===== src/rtl/caliptra_fpga_sync_sched_if.sv =====
// Command/event handshake bundle for the sync-counter event scheduler.
// The scheduler is the slave; whoever queues commands and consumes events is the master.
interface caliptra_fpga_sync_sched_if #(
  parameter int ID_W = 8
) ();
  logic            cmd_valid;
  logic            cmd_ready;
  logic [63:0]     cmd_time;
  logic [ID_W-1:0] cmd_id;
  logic            evt_valid;
  logic            evt_ready;
  logic [ID_W-1:0] evt_id;
  logic [63:0]     evt_time;
  logic            evt_late;

  modport master (
    output cmd_valid, cmd_time, cmd_id, evt_ready,
    input  cmd_ready, evt_valid, evt_id, evt_time, evt_late
  );

  modport slave (
    input  cmd_valid, cmd_time, cmd_id, evt_ready,
    output cmd_ready, evt_valid, evt_id, evt_time, evt_late
  );
endinterface


===== src/rtl/caliptra_fpga_sync_sched.sv =====
// Timed-event scheduler: FIFO of (time, id) commands released on a valid/ready
// port once the free-running sync counter reaches the head entry's time.
module caliptra_fpga_sync_sched #(
  parameter  int DEPTH    = 8,
  parameter  int ID_W     = 8,
  parameter  int LATE_TOL = 0,
  localparam int PW       = $clog2(DEPTH+1)
) (
  input  logic                   aclk,
  input  logic                   rstn,
  input  logic [63:0]            counter,
  input  logic                   enable,
  input  logic                   flush,
  input  logic                   err_clr,
  caliptra_fpga_sync_sched_if.slave bus,
  output logic [PW-1:0]          pending,
  output logic                   order_err,
  output logic [15:0]            late_cnt
);
  localparam int AW = $clog2(DEPTH);

  typedef enum logic [1:0] {IDLE, ARMED, HOLD} state_e;

  typedef struct packed {
    logic [63:0]     t;
    logic [ID_W-1:0] id;
  } ent_t;

  ent_t            mem_q [DEPTH];
  logic [AW-1:0]   wptr_q, rptr_q;
  logic [PW-1:0]   cnt_q;
  logic [63:0]     last_q;
  state_e          state_q;
  logic            evt_valid_q, evt_late_q, order_err_q;
  logic [ID_W-1:0] evt_id_q;
  logic [63:0]     evt_time_q;
  logic [15:0]     late_cnt_q;

  ent_t        head;
  logic        rdy, push, fire, late;
  logic [63:0] lag;

  assign head = mem_q[rptr_q];
  // No bypass: a full queue refuses even when the head pops this cycle.
  assign rdy  = (cnt_q < PW'(DEPTH)) & ~flush;
  assign push = bus.cmd_valid & rdy;
  assign fire = (state_q == ARMED) & enable & ~flush & (cnt_q != '0) & (counter >= head.t);
  assign lag  = counter - head.t;
  assign late = lag > 64'(LATE_TOL);

  always_ff @(posedge aclk) begin
    if (push) mem_q[wptr_q] <= '{t: bus.cmd_time, id: bus.cmd_id};
  end

  always_ff @(posedge aclk or negedge rstn) begin
    if (!rstn) begin
      state_q     <= IDLE;
      wptr_q      <= '0;
      rptr_q      <= '0;
      cnt_q       <= '0;
      last_q      <= '0;
      evt_valid_q <= 1'b0;
      evt_id_q    <= '0;
      evt_time_q  <= '0;
      evt_late_q  <= 1'b0;
      order_err_q <= 1'b0;
      late_cnt_q  <= '0;
    end else begin
      // Error bookkeeping survives flush; a same-cycle set beats err_clr.
      if (push && (bus.cmd_time < last_q)) order_err_q <= 1'b1;
      else if (err_clr)                     order_err_q <= 1'b0;

      if (fire && late) begin
        if (err_clr)                 late_cnt_q <= 16'd1;
        else if (late_cnt_q != '1)   late_cnt_q <= late_cnt_q + 16'd1;
      end else if (err_clr) begin
        late_cnt_q <= '0;
      end

      if (flush) begin
        state_q     <= IDLE;
        wptr_q      <= '0;
        rptr_q      <= '0;
        cnt_q       <= '0;
        last_q      <= '0;
        evt_valid_q <= 1'b0;
      end else begin
        if (push) begin
          wptr_q <= wptr_q + AW'(1);
          last_q <= bus.cmd_time;
        end
        if (fire) rptr_q <= rptr_q + AW'(1);
        case ({push, fire})
          2'b10:   cnt_q <= cnt_q + PW'(1);
          2'b01:   cnt_q <= cnt_q - PW'(1);
          default: cnt_q <= cnt_q;
        endcase

        case (state_q)
          IDLE: if ((cnt_q != '0) && enable) state_q <= ARMED;
          ARMED: begin
            if (fire) begin
              state_q     <= HOLD;
              evt_valid_q <= 1'b1;
              evt_id_q    <= head.id;
              evt_time_q  <= counter;
              evt_late_q  <= late;
            end else if (!enable || (cnt_q == '0)) begin
              state_q <= IDLE;
            end
          end
          HOLD: begin
            if (bus.evt_ready) begin
              evt_valid_q <= 1'b0;
              state_q     <= ((cnt_q != '0) && enable) ? ARMED : IDLE;
            end
          end
          default: state_q <= IDLE;
        endcase
      end
    end
  end

  assign bus.cmd_ready = rdy;
  assign bus.evt_valid = evt_valid_q;
  assign bus.evt_id    = evt_id_q;
  assign bus.evt_time  = evt_time_q;
  assign bus.evt_late  = evt_late_q;
  assign pending       = cnt_q;
  assign order_err     = order_err_q;
  assign late_cnt      = late_cnt_q;
endmodule


===== src/flat_wrapper.sv =====
// flat-port wrapper written by rule: the top's interface ports become plain ports
module caliptra_fpga_sync_sched_flat 
#(
  parameter  int DEPTH    = 8,
  parameter  int ID_W     = 8,
  parameter  int LATE_TOL = 0,
  localparam int PW       = $clog2(DEPTH+1)
)
  (aclk, rstn, counter, enable, flush, err_clr, pending, order_err, late_cnt, bus_cmd_valid, bus_cmd_time, bus_cmd_id, bus_evt_ready, bus_cmd_ready, bus_evt_valid, bus_evt_id, bus_evt_time, bus_evt_late);
  caliptra_fpga_sync_sched_if #(.ID_W(ID_W)) bus_i ();
  input  logic aclk;
  input  logic rstn;
  input  logic [63:0] counter;
  input  logic enable;
  input  logic flush;
  input  logic err_clr;
  output logic [PW-1:0] pending;
  output logic order_err;
  output logic [15:0] late_cnt;
  input wire logic [$bits(bus_i.cmd_valid)-1:0] bus_cmd_valid;
  input wire logic [$bits(bus_i.cmd_time)-1:0] bus_cmd_time;
  input wire logic [$bits(bus_i.cmd_id)-1:0] bus_cmd_id;
  input wire logic [$bits(bus_i.evt_ready)-1:0] bus_evt_ready;
  output wire logic [$bits(bus_i.cmd_ready)-1:0] bus_cmd_ready;
  output wire logic [$bits(bus_i.evt_valid)-1:0] bus_evt_valid;
  output wire logic [$bits(bus_i.evt_id)-1:0] bus_evt_id;
  output wire logic [$bits(bus_i.evt_time)-1:0] bus_evt_time;
  output wire logic [$bits(bus_i.evt_late)-1:0] bus_evt_late;
  assign bus_i.cmd_valid = bus_cmd_valid;
  assign bus_i.cmd_time = bus_cmd_time;
  assign bus_i.cmd_id = bus_cmd_id;
  assign bus_i.evt_ready = bus_evt_ready;
  assign bus_cmd_ready = bus_i.cmd_ready;
  assign bus_evt_valid = bus_i.evt_valid;
  assign bus_evt_id = bus_i.evt_id;
  assign bus_evt_time = bus_i.evt_time;
  assign bus_evt_late = bus_i.evt_late;
  caliptra_fpga_sync_sched #(.DEPTH(DEPTH), .ID_W(ID_W), .LATE_TOL(LATE_TOL)) u_core (.aclk(aclk), .rstn(rstn), .counter(counter), .enable(enable), .flush(flush), .err_clr(err_clr), .bus(bus_i), .pending(pending), .order_err(order_err), .late_cnt(late_cnt));
endmodule

===== config.mk =====
export PLATFORM = sky130hd
export DESIGN_NAME = caliptra_fpga_sync_sched_flat
export DESIGN_NICKNAME = d
export VERILOG_FILES = /design/src/rtl/caliptra_fpga_sync_sched_if.sv /design/src/rtl/caliptra_fpga_sync_sched.sv /design/src/flat_wrapper.sv
export SDC_FILE = /design/constraint.sdc
export NUM_CORES = 1
export LEC_CHECK = 0
export BUFFER_PORTS_ARGS = -buffer_cell sky130_fd_sc_hd__buf_2
export CAP_MARGIN = 40
export CORE_MARGIN = 1.5
export CORE_UTILIZATION = 55
export CTS_CLUSTER_DIAMETER = 30
export DETAILED_ROUTE_END_ITERATION = 16
export GPL_TIMING_DRIVEN = 0
export PLACE_DENSITY = 0.82
export SLEW_MARGIN = 15
export SYNTH_ARGS = -nofsm -noshare
export SYNTH_HDL_FRONTEND = slang
export SYNTH_SLANG_ARGS = --single-unit

===== constraint.sdc =====
create_clock -name aclk -period 8.5 [get_ports aclk]
set_input_delay 0.425 -clock aclk [delete_from_list [all_inputs] [get_ports aclk]]
set_output_delay 0.425 -clock aclk [all_outputs]
set_load 0.05 [all_outputs]

# After elaboration in Yosys (flattened, before gate mapping)
# Memory sizes are Yosys's and may differ from the RTL's.
# Cells that the tools add are included.
# classes
addsub	6
order_cmp	4
n_eq_ne	9
mux	27
bitwise	7
n_reduce_logical	19
# ops
operator	n
64-bit two-way mux	2
64-bit >= comparator	1
64-bit by 1-bit > comparator with 1-bit output, second input constant	1
64-bit less-than comparator	1
16-bit two-way mux	4
64-bit subtractor	1
16-bit by 1-bit adder with 16-bit output, second input constant	1
16-bit inequality test, second input constant	1
3-bit two-way mux	4
2-bit two-way mux	5
2-bit nonzero test	5
3-bit AND reduction	3
1-bit two-way mux	8
4-bit case mux with 2 select lines	1
3-bit by 1-bit adder with 3-bit output, second input constant	2
1-bit bitwise AND	6
3-bit by 2-bit inequality test with 1-bit output, second input constant	2
2-bit case mux with 3 select lines	1
3-bit nonzero test	2
4-bit by 1-bit adder with 4-bit output, second input constant	1
2-bit by 1-bit equality test with 1-bit output, second input constant	2
2-bit equality test, second input constant	2
4-bit zero test	1
4-bit less-than comparator, second input constant	1
other kinds (12)	14
# totals
regBits	167
ramBits	576
out_inout_bits	96
mem_count	1
# memory_table
name	depth	width	read_ports	rd_ports_with_merged_regs	wr	line	rtl
u_core.mem_q	8	72	1	0	1	caliptra_fpga_sync_sched.sv:29	ent_t mem_q [DEPTH];

# Logic depth before layout (Yosys ltp)
# logic_depth
word_depth	8
mapped_depth	25
depth_no_buf	19

# Worst setup path before layout
# No wires, ideal clock.
# synth_path
path_kind	register to register
from	register u_core.cnt_q[3] (netlist: u_core.pending[3])
to	memory u_core.mem_q[0][0] (netlist bit) (enable)
setup_time_ns	0.705
t_arrival_ns	8.593
t_required_ns	7.795
slack_ns	-0.798
path_stages_with_launch	5
path_buffers	2
path_cell_list	dfrtp_1 -> nand2b_1 -> clkbuf_1 -> clkbuf_1 -> nor4b_1
# synth_via
elab_chain_len	5
# synth_rtl
element	line	rtl
from (decl)	caliptra_fpga_sync_sched.sv:31	logic [PW-1:0] cnt_q;
from (signal assigned)	caliptra_fpga_sync_sched.sv:94	2'b10: cnt_q <= cnt_q + PW'(1);
from (signal assigned)	caliptra_fpga_sync_sched.sv:95	2'b01: cnt_q <= cnt_q - PW'(1);
from (signal assigned)	caliptra_fpga_sync_sched.sv:96	default: cnt_q <= cnt_q;
4-bit less-than comparator	caliptra_fpga_sync_sched.sv:45	assign rdy = (cnt_q < PW'(DEPTH)) & ~flush;
1-bit bitwise AND	caliptra_fpga_sync_sched.sv:45	
1-bit bitwise AND	caliptra_fpga_sync_sched.sv:46	assign push = bus.cmd_valid & rdy;
1-bit two-way mux	caliptra_fpga_sync_sched.sv:52	if (push) mem_q[wptr_q] <= '{t: bus.cmd_time, id: bus.cmd_id};
1-bit two-way mux (implied by the code)	caliptra_fpga_sync_sched.sv:52	
to (decl)	caliptra_fpga_sync_sched.sv:29	
# No other way between the ends.

# Worst setup path after layout
# layout_path
from	register u_core.rptr_q[0]
to	register u_core.cnt_q[3] (netlist: u_core.pending[3])
# layout_via
elab_chain_len	6
elab_cells_between_ends	8
classes_between	order compare: 1; eq/ne: 2; mux: 2; bitwise: 1; reduce/logical: 1; memory: 1
# layout_rtl
element	line	rtl
from (decl)	caliptra_fpga_sync_sched.sv:30	logic [AW-1:0] wptr_q, rptr_q;
from (signal assigned)	caliptra_fpga_sync_sched.sv:92	if (fire) rptr_q <= rptr_q + AW'(1);
memory 8 x 72 bit *	n/a	
64-bit >= comparator *	caliptra_fpga_sync_sched.sv:47	assign fire = (state_q == ARMED) & enable & ~flush & (cnt_q != '0) & (counter >= head.t);
1-bit bitwise AND *	caliptra_fpga_sync_sched.sv:47	
2-bit by 1-bit equality test with 1-bit output or 2-bit equality test (tied branches)	caliptra_fpga_sync_sched.sv:93	case ({push, fire})
4-bit case mux with 2 select lines	caliptra_fpga_sync_sched.sv:93	
4-bit two-way mux	caliptra_fpga_sync_sched.sv:80	if (flush) begin
# Every way passes the cells marked *; elsewhere a longest branch is shown, timed or not.
# A chain may end at the register's enable or synchronous reset.

==> out/qor.yml <==
status: "completed"
worstPathArrival_ps: 8690
synthesis.area_sq_um: 34900
final_cell_mix: "edfxtp_1, nand2_1, buf_2"
r2r-end: "u_core.pending[3]"
min_from: "counter[52]"
insertion_delay_ps: 690
worst_path_max_delay_cell: "a32oi_2"
finish.instance_area_sq_um: 42700
maxSlewViolCount: 0
slew-limit-headroom_pct: 37.0
post-route-min-period_ps: 8170
ant_nets: 0
ys_types: 91
syn-num-nets: 2840
place.port_buffers: 237
initial_utilization_pct: 55.5
crit_fanout: 10
powerDensity_nw_per_um2: 241
ys_seq_area_share_pct: 61.6
place.gp.congestion: 0.946
final_common_cell: "edfxtp_1"
path_clk_slew_ps: 60
final_nets: 3306
drt-total-wl_mm: 108
final_hold_viol_count: 0
die_area_sq_um: 64900
skew_ps: 32.7
post_dp_cell_area_sq_um: 38300
tritoncts: "done"
place_hpwl_mm: 74.1
htreeDepth: 3
avgSynthCellArea_sq_um: 13.6
cts_root_buf: "clkbuf_16"
synth-seq-cells: 743
cts_num_sinks: 743
post_cts_buffers: 0
core-area_sq_um: 62900
drt-pass1-iter-count: 8
ff2ff_setup_slack_ps: 330
reg2reg_depth: 27
grt_max_degree: 93
power.total_w: 0.0103
routedWlPerCell_um: 27.0
grtUsageTotal_pct: 33.3
finalSetupViolCount: 0
ys_async_sr_fraction_pct: 22.5
required_ps: 9020
vias: 25500
critPathTopFamily: "buffers and inverters"
cp_num_buf_inv: 9
worst-setup-path-type: "reg2reg"
die_w_um: 255
cts_max_path_buffers: 3
worst_setup_path_start_kind: "register"
period_share_pct: 96.1
cp-end-kind: "register"
ys.flop_type: "edfxtp_1"
r2r-start: "u_core.rptr_q[0]"
critical_path_depth: 27
grt_pass1_wl_mm: 158
fmax_ghz: 0.122
hold_class: "in2reg"
leakagePower_nw: 16.1
min_to: "u_core.bus.evt_time[52]"
drive_gt1_share_pct: 24.5
drt_iter0_drc: 2902
final_cells: 3985
num_rows: 92
die_h_um: 255
syn_to_final_growth_pct: 22.4
synth_edf_count: 576
whs_path_depth: 3
tightest_slew_ps: 945
post-place-cells: 3735
rsz0062_at_grt: "false"
grt.overflow.total: 0
antenna_found_initial: 6
drc_errors: 0
crit_path_frequent_cell: "o21a_1"
ir_drop_uv: 171
grt_pass1_vias: 25700
routed_via_density: 6.39
yosysWarnings: 0
io_pins: 239
cpPeakStageDelay_ps: 590
cts_buffers: 119
syn_inst: 2564
max_cap_violations: 0
==> per-layer routing <==
metal / vias to the layer above / part of all wire, % / GRT usage, %
met4: 2 / 4.5 / 15.2
li1: 10800 / - / -
met2: 1710 / 49 / 54.7
met3: 334 / 9.6 / 6.72
met5: - / 0.0065 / 0
met1: 12700 / 37 / 42.9
==> through the flow <==
stage	TNS (ps)	utilization, %	setup slack, ps	hold WS (ps)
after floorplan	0	-	1460	129
after global placement	-1243790	59.1	-4150	451
after detailed placement	0	60.9	346	457
after CTS	0	67.7	210	0.525
after global routing	0	67.9	84.7	4.98
final	0	67.9	332	10.5
==> logic make-up (layout without fill, tap and decap cells) <==
| kind of cell | count (synthesis) | in the layout | synth area share [%] |
|---|---|---|---|
| AO/OA/AOI/OAI | 463 | 463 | 8.59 |
| AND/OR/NAND/NOR | 753 | 753 | 9.84 |
| adder cells (fa/ha/maj) | 133 | 133 | 4.79 |
| buffers and inverters | 205 | 775 | 2.36 |
| other | 0 | 5 | 0 |
| XOR/XNOR | 32 | 32 | 0.804 |
| flip-flops | 743 | 743 | 61.6 |
| multiplexers | 235 | 235 | 12.0 |
==> cell usage after synthesis, types with 16 or more instances <==
cell type,instances,area (sq um)
ha_1,132,1650
nor3_1,28,140
nor2_1,96,360
o21ai_0,85,425
mux2i_1,80,801
dfrtp_1,167,4180
mux4_2,144,3240
clkbuf_1,79,297
nand3_1,20,100
o21a_1,19,143
nand2b_1,19,119
nand2_1,429,1610
a21o_1,35,263
edfxtp_1,576,17300
xnor2_1,18,158
or3_1,16,100
buf_2,18,90.1
buf_1,19,71.3
inv_1,84,315
a21oi_1,170,851
and3_1,18,113
nor2b_1,27,169
nand4_1,47,294
==> state kept, by name (all words and copies together), names as in the netlist <==
signal                flops
u_core.bus.evt_id         8
u_core.bus.evt_late       1
u_core.bus.evt_time      64
u_core.bus.evt_valid      1
u_core.last_q            64
u_core.late_cnt          16
u_core.mem_q            576
u_core.order_err          1
u_core.pending            4
u_core.rptr_q             3
u_core.state_q            2
u_core.wptr_q             3
==> power by group <==
group	total, W	switching [W]	internal (W)
sequential	0.00413	0.0000699	0.00406
clock	0.00495	0.00179	0.00316
combinational	0.00122	0.000866	0.000351
total	0.0103	0.00273	0.00757
==> worst max-delay path by stage <==
stage / startpoint / to / slack (ps)
floorplan: u_core.pending[3] / u_core.mem_q[3][0] / 1460
global placement: bus_cmd_valid / u_core.mem_q[3][1] / -4150
detailed placement: u_core.rptr_q[0] / u_core.pending[3] / 350
CTS: u_core.rptr_q[0] / u_core.pending[3] / 210
global route: u_core.rptr_q[0] / u_core.pending[3] / 80
finish: u_core.rptr_q[0] / u_core.pending[3] / 330
==> final cells by class <==
type | count | area, sq um
Clock inverter | 84 | 975
Buffer | 121 | 515
Antenna cell | 5 | 12.5
Clock buffer | 141 | 3190
Fill cell | 4091 | 20200
Multi-Input combinational cell | 1616 | 12700
Inverter | 84 | 315
Tap cell | 846 | 1060
Sequential cell | 743 | 21500
Timing Repair Buffer | 345 | 2470
==> tightest hold or removal path, cell delays in order <==
cell and delay (ps):
buf_2 120, nand2_1 50, nand2_1 60
==> what timing repair did <==
action / 4_1_cts / 5_1_grt
setup endpoints to repair: 0 / 2
hold buffers: 14 / 0
resized for setup: 0 / 3
endpoints found under the hold margin: 95 / 0
Note: power is estimated with default switching activity, not from simulation.
